==> src/rtl/spi_seq_pkg.sv <==
// Shared definitions for the SPI flash read sequencer: register map, flash opcode, FSM states.
package spi_seq_pkg;

    localparam int unsigned APB_AW      = 5;
    localparam int unsigned APB_DW      = 32;
    localparam int unsigned FLASH_AW    = 24;
    localparam int unsigned CNT_W       = 9;
    localparam int unsigned CHAR_LEN_32 = 32;

    localparam logic [APB_AW-1:0] REG_RX0  = 5'h00;
    localparam logic [APB_AW-1:0] REG_TX0  = 5'h00;
    localparam logic [APB_AW-1:0] REG_CTRL = 5'h10;

    localparam logic [7:0] FLASH_OP_READ = 8'h03;

    typedef enum logic [3:0] {
        IDLE,
        CMD_TX,
        CMD_GO,
        CMD_WAIT,
        DAT_TX,
        DAT_GO,
        DAT_WAIT,
        DAT_RX,
        PUSH,
        DESEL
    } seq_state_t;

endpackage

==> src/rtl/spi_apb_mst.sv <==
// Single-access APB master: one SETUP cycle, ACCESS until pready, then a one-cycle done pulse.
module spi_apb_mst
    import spi_seq_pkg::*;
(
    input  logic              clk,
    input  logic              rst,
    input  logic              start,
    input  logic [APB_AW-1:0] addr,
    input  logic [APB_DW-1:0] wdata,
    input  logic              write,
    output logic              done,
    output logic [APB_DW-1:0] rdata,
    output logic              err,
    output logic [APB_AW-1:0] m_paddr,
    output logic [APB_DW-1:0] m_pwdata,
    output logic              m_psel,
    output logic              m_penable,
    output logic              m_pwrite,
    input  logic [APB_DW-1:0] m_prdata,
    input  logic              m_pready,
    input  logic              m_pslverr
);

    typedef enum logic [1:0] {A_IDLE, A_SETUP, A_ACCESS} apb_state_t;

    apb_state_t        state_q, state_d;
    logic              psel_d, penable_d, pwrite_d, done_d, err_d;
    logic [APB_AW-1:0] paddr_d;
    logic [APB_DW-1:0] pwdata_d, rdata_d;

    // Next-state and next-output logic for the APB phases
    always_comb begin
        state_d   = state_q;
        psel_d    = m_psel;
        penable_d = m_penable;
        pwrite_d  = m_pwrite;
        paddr_d   = m_paddr;
        pwdata_d  = m_pwdata;
        rdata_d   = rdata;
        err_d     = err;
        done_d    = 1'b0;
        case (state_q)
            A_IDLE: begin
                if (start) begin
                    state_d   = A_SETUP;
                    psel_d    = 1'b1;
                    penable_d = 1'b0;
                    pwrite_d  = write;
                    paddr_d   = addr;
                    pwdata_d  = wdata;
                end
            end
            A_SETUP: begin
                state_d   = A_ACCESS;
                penable_d = 1'b1;
            end
            A_ACCESS: begin
                if (m_pready) begin
                    state_d   = A_IDLE;
                    psel_d    = 1'b0;
                    penable_d = 1'b0;
                    done_d    = 1'b1;
                    rdata_d   = m_prdata;
                    err_d     = m_pslverr;
                end
            end
            default: state_d = A_IDLE;
        endcase
    end

    // State and registered bus outputs
    always_ff @(posedge clk) begin
        if (rst) begin
            state_q   <= A_IDLE;
            m_psel    <= 1'b0;
            m_penable <= 1'b0;
            m_pwrite  <= 1'b0;
            m_paddr   <= '0;
            m_pwdata  <= '0;
            rdata     <= '0;
            err       <= 1'b0;
            done      <= 1'b0;
        end else begin
            state_q   <= state_d;
            m_psel    <= psel_d;
            m_penable <= penable_d;
            m_pwrite  <= pwrite_d;
            m_paddr   <= paddr_d;
            m_pwdata  <= pwdata_d;
            rdata     <= rdata_d;
            err       <= err_d;
            done      <= done_d;
        end
    end

endmodule

==> src/rtl/spi_rd_seq.sv <==
// SPI flash read sequencer: turns (addr, len) requests into APB accesses on an SPI controller
// and streams the received words out. Define SPI_RD_SEQ_IRQ_EN to wait on irq_i instead of polling GO.
module spi_rd_seq
    import spi_seq_pkg::*;
#(
    parameter logic [31:0] CTRL_SEL  = 32'h0000_0000,
    parameter logic [31:0] CTRL_IDLE = 32'h0000_0000,
    parameter int unsigned GO_BIT    = 8,
    parameter int unsigned IE_BIT    = 12
) (
    input  logic        clk,
    input  logic        rst,
    input  logic        req_valid,
    output logic        req_ready,
    input  logic [23:0] req_addr,
    input  logic [7:0]  req_len,
    output logic        rsp_valid,
    input  logic        rsp_ready,
    output logic [31:0] rsp_data,
    output logic        rsp_last,
    output logic        rsp_err,
    output logic        busy,
    output logic [4:0]  m_paddr,
    output logic [31:0] m_pwdata,
    output logic        m_psel,
    output logic        m_penable,
    output logic        m_pwrite,
    input  logic [31:0] m_prdata,
    input  logic        m_pready,
    input  logic        m_pslverr,
    input  logic        irq_i
);

`ifdef SPI_RD_SEQ_IRQ_EN
    localparam bit IRQ_EN = 1'b1;
`else
    localparam bit IRQ_EN = 1'b0;
`endif

    localparam logic [31:0] GO_WORD = CTRL_SEL | (32'd1 << GO_BIT) | 32'(CHAR_LEN_32)
                                    | (IRQ_EN ? (32'd1 << IE_BIT) : 32'd0);

    seq_state_t          state_q, state_d;
    logic                acc_pend_q, acc_pend_d;
    logic [CNT_W-1:0]    cnt_q, cnt_d;
    logic [FLASH_AW-1:0] addr_q, addr_d;
    logic                err_q, err_d;
    logic [31:0]         rsp_data_d;
    logic                rsp_last_d, rsp_err_d;

    logic                start_c, acc_write_c, is_acc_c, is_wait_c;
    logic [APB_AW-1:0]   acc_addr_c;
    logic [APB_DW-1:0]   acc_wdata_c;
    logic                apb_done, apb_err;
    logic [APB_DW-1:0]   apb_rdata;

    // Sequencing of APB accesses, word count and response capture
    always_comb begin
        state_d     = state_q;
        acc_pend_d  = acc_pend_q;
        cnt_d       = cnt_q;
        addr_d      = addr_q;
        err_d       = err_q;
        rsp_data_d  = rsp_data;
        rsp_last_d  = rsp_last;
        rsp_err_d   = rsp_err;
        start_c     = 1'b0;
        is_acc_c    = 1'b1;
        is_wait_c   = 1'b0;
        acc_write_c = 1'b0;
        acc_addr_c  = REG_CTRL;
        acc_wdata_c = '0;

        case (state_q)
            CMD_TX: begin
                acc_write_c = 1'b1;
                acc_addr_c  = REG_TX0;
                acc_wdata_c = {FLASH_OP_READ, addr_q};
            end
            CMD_GO, DAT_GO: begin
                acc_write_c = 1'b1;
                acc_wdata_c = GO_WORD;
            end
            CMD_WAIT, DAT_WAIT: is_wait_c = 1'b1;
            DAT_TX: begin
                acc_write_c = 1'b1;
                acc_addr_c  = REG_TX0;
                acc_wdata_c = 32'hFFFF_FFFF;
            end
            DAT_RX: acc_addr_c = REG_RX0;
            DESEL: begin
                acc_write_c = 1'b1;
                acc_wdata_c = CTRL_IDLE;
            end
            default: is_acc_c = 1'b0;
        endcase

        // In interrupt mode the wait states only touch the bus once irq_i is seen
        if (is_acc_c && !acc_pend_q && (!is_wait_c || !IRQ_EN || irq_i)) begin
            start_c    = 1'b1;
            acc_pend_d = 1'b1;
        end
        if (apb_done) begin
            acc_pend_d = 1'b0;
        end

        case (state_q)
            IDLE: begin
                if (req_valid && req_ready) begin
                    addr_d    = req_addr;
                    cnt_d     = (req_len == 8'd0) ? 9'd256 : {1'b0, req_len};
                    err_d     = 1'b0;
                    rsp_last_d = 1'b0;
                    rsp_err_d = 1'b0;
                    state_d   = CMD_TX;
                end
            end
            PUSH: begin
                if (rsp_ready) begin
                    cnt_d   = cnt_q - 9'd1;
                    state_d = (err_q || cnt_q == 9'd1) ? DESEL : DAT_TX;
                end
            end
            default: begin
                if (apb_done) begin
                    if (apb_err && state_q != DESEL) begin
                        err_d      = 1'b1;
                        rsp_data_d = '0;
                        rsp_last_d = 1'b1;
                        rsp_err_d  = 1'b1;
                        state_d    = PUSH;
                    end else begin
                        case (state_q)
                            CMD_TX:   state_d = CMD_GO;
                            CMD_GO:   state_d = CMD_WAIT;
                            CMD_WAIT: if (IRQ_EN || !apb_rdata[GO_BIT]) state_d = DAT_TX;
                            DAT_TX:   state_d = DAT_GO;
                            DAT_GO:   state_d = DAT_WAIT;
                            DAT_WAIT: if (IRQ_EN || !apb_rdata[GO_BIT]) state_d = DAT_RX;
                            DAT_RX: begin
                                rsp_data_d = apb_rdata;
                                rsp_last_d = (cnt_q == 9'd1);
                                rsp_err_d  = 1'b0;
                                state_d    = PUSH;
                            end
                            DESEL:    state_d = IDLE;
                            default:  state_d = IDLE;
                        endcase
                    end
                end
            end
        endcase
    end

    // State register and registered handshake/status outputs
    always_ff @(posedge clk) begin
        if (rst) begin
            state_q    <= IDLE;
            acc_pend_q <= 1'b0;
            cnt_q      <= '0;
            addr_q     <= '0;
            err_q      <= 1'b0;
            req_ready  <= 1'b0;
            rsp_valid  <= 1'b0;
            rsp_data   <= '0;
            rsp_last   <= 1'b0;
            rsp_err    <= 1'b0;
            busy       <= 1'b0;
        end else begin
            state_q    <= state_d;
            acc_pend_q <= acc_pend_d;
            cnt_q      <= cnt_d;
            addr_q     <= addr_d;
            err_q      <= err_d;
            req_ready  <= (state_d == IDLE);
            rsp_valid  <= (state_d == PUSH);
            rsp_data   <= rsp_data_d;
            rsp_last   <= rsp_last_d;
            rsp_err    <= rsp_err_d;
            busy       <= (state_d != IDLE);
        end
    end

    spi_apb_mst u_apb (
        .clk       (clk),
        .rst       (rst),
        .start     (start_c),
        .addr      (acc_addr_c),
        .wdata     (acc_wdata_c),
        .write     (acc_write_c),
        .done      (apb_done),
        .rdata     (apb_rdata),
        .err       (apb_err),
        .m_paddr   (m_paddr),
        .m_pwdata  (m_pwdata),
        .m_psel    (m_psel),
        .m_penable (m_penable),
        .m_pwrite  (m_pwrite),
        .m_prdata  (m_prdata),
        .m_pready  (m_pready),
        .m_pslverr (m_pslverr)
    );

endmodule

==> config.mk <==
export PLATFORM = sky130hd
export DESIGN_NAME = spi_rd_seq
export DESIGN_NICKNAME = d
export VERILOG_FILES = /design/src/rtl/spi_seq_pkg.sv /design/src/rtl/spi_apb_mst.sv /design/src/rtl/spi_rd_seq.sv
export SDC_FILE = /design/constraint.sdc
export NUM_CORES = 1
export LEC_CHECK = 0
export CAP_MARGIN = 40
export CORE_MARGIN = 10
export CORE_UTILIZATION = 44
export DETAILED_ROUTE_END_ITERATION = 7
export GPL_ROUTABILITY_DRIVEN = 1
export HOLD_SLACK_MARGIN = 0.12
export PLACE_DENSITY = 0.78
export SYNTH_ARGS = -nofsm -noshare
export SYNTH_HDL_FRONTEND = slang
export SYNTH_SLANG_ARGS = --single-unit
export TNS_END_PERCENT = 5
==> constraint.sdc <==
create_clock -name clk -period 1.6 [get_ports clk]
set_input_delay 0.24 -clock clk [delete_from_list [all_inputs] [get_ports clk]]
set_output_delay 0.24 -clock clk [all_outputs]
set_load 0.03 [all_outputs]
==> flow_metrics.env <==
export IMPL_worst_setup_path_start_kind="register"
export IMPL_grt_overflow_total=0
export IMPL_rows=41
export IMPL_port_buffers=142
export IMPL_grt_max_degree=50
export IMPL_status="complete, but fails checks"
export IMPL_fmax_ghz=0.5902
export IMPL_min_period_over_period=1.059
export IMPL_synth_simple_area_share=0.2513
export IMPL_io_pin_count=148
export IMPL_layoutNonFillerInstCount=1048
export IMPL_drt_pass1_iter_count=7
export IMPL_cap_violations=0
export IMPL_period_minus_slack_ns=1.694
export IMPL_gp_congestion=0.8607
export IMPL_place_detailed_hpwl_mm=11.08
export IMPL_pwr_density_cell_nw_per_um2=1062
export IMPL_area_growth_pct=44.88
export IMPL_yosysMostFrequentCell="nand2_1"
export IMPL_path_delay_family="simple AND/OR/NAND/NOR gates"
export IMPL_placed_cells=1014
export IMPL_drt_total_wl_mm=16.71
export IMPL_cts_sinks=142
export IMPL_clk_path_buf_depth=2
export IMPL_ant_nets=0
export IMPL_clkLatencyLatePin_ns=0.42
export IMPL_synthArstFlopShare=0
export IMPL_grt_use_total=0.1783
export IMPL_hp_class="in -> reg"
export IMPL_wl_per_cell_microns=15.94
export IMPL_cp_max_fo=4
export IMPL_violations="negative setup slack"
export IMPL_slowest_stage="or3b_4"
export IMPL_crit_path_end_kind="register"
export IMPL_drt_initial_drc_count=303
export IMPL_via_per_inst=5.231
export IMPL_dpl_cell_area_sq_um=7535
export IMPL_rsz0062_at_grt="yes"
export IMPL_dieWidth_microns=133.6
export IMPL_final_seq_area_sq_um=2858
export IMPL_synth_compound_area_share=0.1707
export IMPL_synth_area_sq_um=5682
export IMPL_worstPathCellList="inv_2 -> buf_6 -> ha_4 -> or3b_4 -> nor3_4 -> a31o_2 -> nand2_1 -> a21oi_1"
export IMPL_htree_levels=4
export IMPL_hold_viol_final=0
export IMPL_nFillCells=1106
export IMPL_drv_slew=0
export IMPL_vias=5482
export IMPL_ys_top_cells_by_count="164 x nand2_1, 142 x dfxtp_1, 112 x a21oi_1, 49 x nor2_1"
export IMPL_syn_area_per_cell_sq_um=8.002
export IMPL_cts_buffers=17
export IMPL_die_area_sq_um=17860
export IMPL_fin_worst_skew_ns=0.009389
export IMPL_crit_type="reg -> reg"
export IMPL_synthAdderAreaFrac=0.004404
export IMPL_synth_top_family_by_area="simple AND/OR/NAND/NOR gates"
export IMPL_leakage_nw=3.234
export IMPL_power_mw=8.742
export IMPL_ys_flop_type="dfxtp_1"
export IMPL_crit_arrival_ns=2.04
export IMPL_design_area_sq_um=8232
export IMPL_cp_required_ns=1.95
export IMPL_synth_edff_count=0
export IMPL_synth_top_cell_area_share=0.5003
export IMPL_drive_gt1_frac=0.1497
export IMPL_syn_inst=710
export IMPL_cts_tree="yes"
export IMPL_antenna_found_initial=0
export IMPL_vdd_ir_drop_max_mv=0.5632
export IMPL_yosysTopAreaCell="dfxtp_1"
export IMPL_setup_tns_ns=-0.4334
export IMPL_final_nets=935
export IMPL_hold_slack_ns=0.2156
export IMPL_synth_xor_area_share=0.001542
export IMPL_drc=0
export IMPL_cts_root_buf="clkbuf_16"
export IMPL_synth_area_leaders="dfxtp_1 50%, nand2_1 11%, a21oi_1 9.9%"
export IMPL_slowest_delay_ns=0.41
export IMPL_fp_coreArea_sq_um=12620
export IMPL_critPathBufInv=2
export IMPL_synth_seq_area_share=0.5003
export IMPL_grt_pass1_vias=5359
export IMPL_synth_seq_cells=142
export IMPL_synth_cell_types=56
export IMPL_die_y_microns=133.6
export IMPL_synth_mux_area_frac=0.007267
export IMPL_grt_pass1_wl_mm=26.50
export IMPL_clk_pin_slew_worst_paths_ns=0.06
export IMPL_multi_input_area_sq_um=2669
export IMPL_yosysWarningCount=0
export IMPL_setup_slack_ns=-0.09444
export IMPL_start_util=0.4502
export IMPL_finalSetupViolations=8
## per-layer routing
layer	wire, microns	vias up	GRT usage	share of wire
li1	-	2732	-	-
met3	1199	29	0.06241	0.072
met2	8261	175	0.2968	0.49
met1	6901	2546	0.2051	0.41
met4	344	0	0.06953	0.021
met5	0	-	0	0
## cells by family after synthesis
logic type | Yosys count
AND/OR/NAND/NOR | 316
AO/OA/AOI/OAI | 168
flip-flops | 142
buffers and inverters | 76
multiplexers | 4
adder cells (fa/ha/maj) | 2
other | 1
XOR/XNOR | 1
## registers in the layout, indices dropped and copies added, names as in the netlist, 2 cells and up
name / count
addr_q: 24
cnt_q: 9
rsp_data: 32
state_q: 4
u_apb.m_pwdata: 26
u_apb.rdata: 32
u_apb.state_q: 2
## cell type report
type / instances / area share
Antenna cell: 1 / 0.0003040
Clock buffer: 19 / 0.05502
Clock inverter: 13 / 0.01672
Inverter: 7 / 0.003192
Multi-Input combinational cell: 495 / 0.3242
Sequential cell: 142 / 0.3472
Tap cell: 172 / 0.02614
Timing Repair Buffer: 199 / 0.2272
## cell usage in the layout (no fill, tap or decap), drive strengths merged, types with 3 or more instances in the layout
cell | synthesis | layout
a21oi | 112 | 112
conb | 1 | 4
clkinvlp | 0 | 3
nor3 | 33 | 33
o21ai | 11 | 11
clkbuf | 38 | 20
buf | 31 | 58
dfxtp | 142 | 142
clkinv | 0 | 6
dlygate4sd2 | 0 | 72
nor2b | 4 | 4
a211oi | 26 | 26
nand2 | 164 | 164
nand3 | 37 | 37
nor2 | 49 | 49
nor4 | 4 | 4
mux2i | 3 | 3
inv | 7 | 9
clkdlybuf4s50 | 0 | 68
nor4b | 4 | 4
## what timing repair did
item,CTS,global route
pin swaps,0,16
hold buffers,0,0
buffers inserted,0,3
resized for setup,82,43
endpoints found under the setup margin,135,72
endpoints found under the hold margin,0,0
## per-stage QoR
stage	setup slack [ns]	utilization
6_report	-0.09444	0.6523
4_1_cts	-0.1784	0.6381
3_5_place_dp	-0.1747	0.5971
2_1_floorplan	-0.02142	-
5_1_grt	-0.1758	0.6521
3_3_place_gp	-0.1026	0.5971
## report_power, final
part / internal [mW] / total (mW) / switching, mW
clock: 2.38 / 3.91 / 1.53
combinational: 0.486 / 1.09 / 0.606
sequential: 3.66 / 3.74 / 0.0786
total: 6.53 / 8.74 / 2.21
## worst paths after layout
kind | slack, ns | cells past startpoint | from | endpoint
setup / recovery | -0.09 | 8 | cnt_q[1] | cnt_q[6]
hold / removal | 0.22 | 2 | rst | u_apb.done
setup reg to reg | -0.09 | 8 | cnt_q[1] | cnt_q[6]
hold reg to reg | 0.45 | 2 | rsp_data[6] | rsp_data[6]
Note: power is estimated with default switching activity, not from simulation.
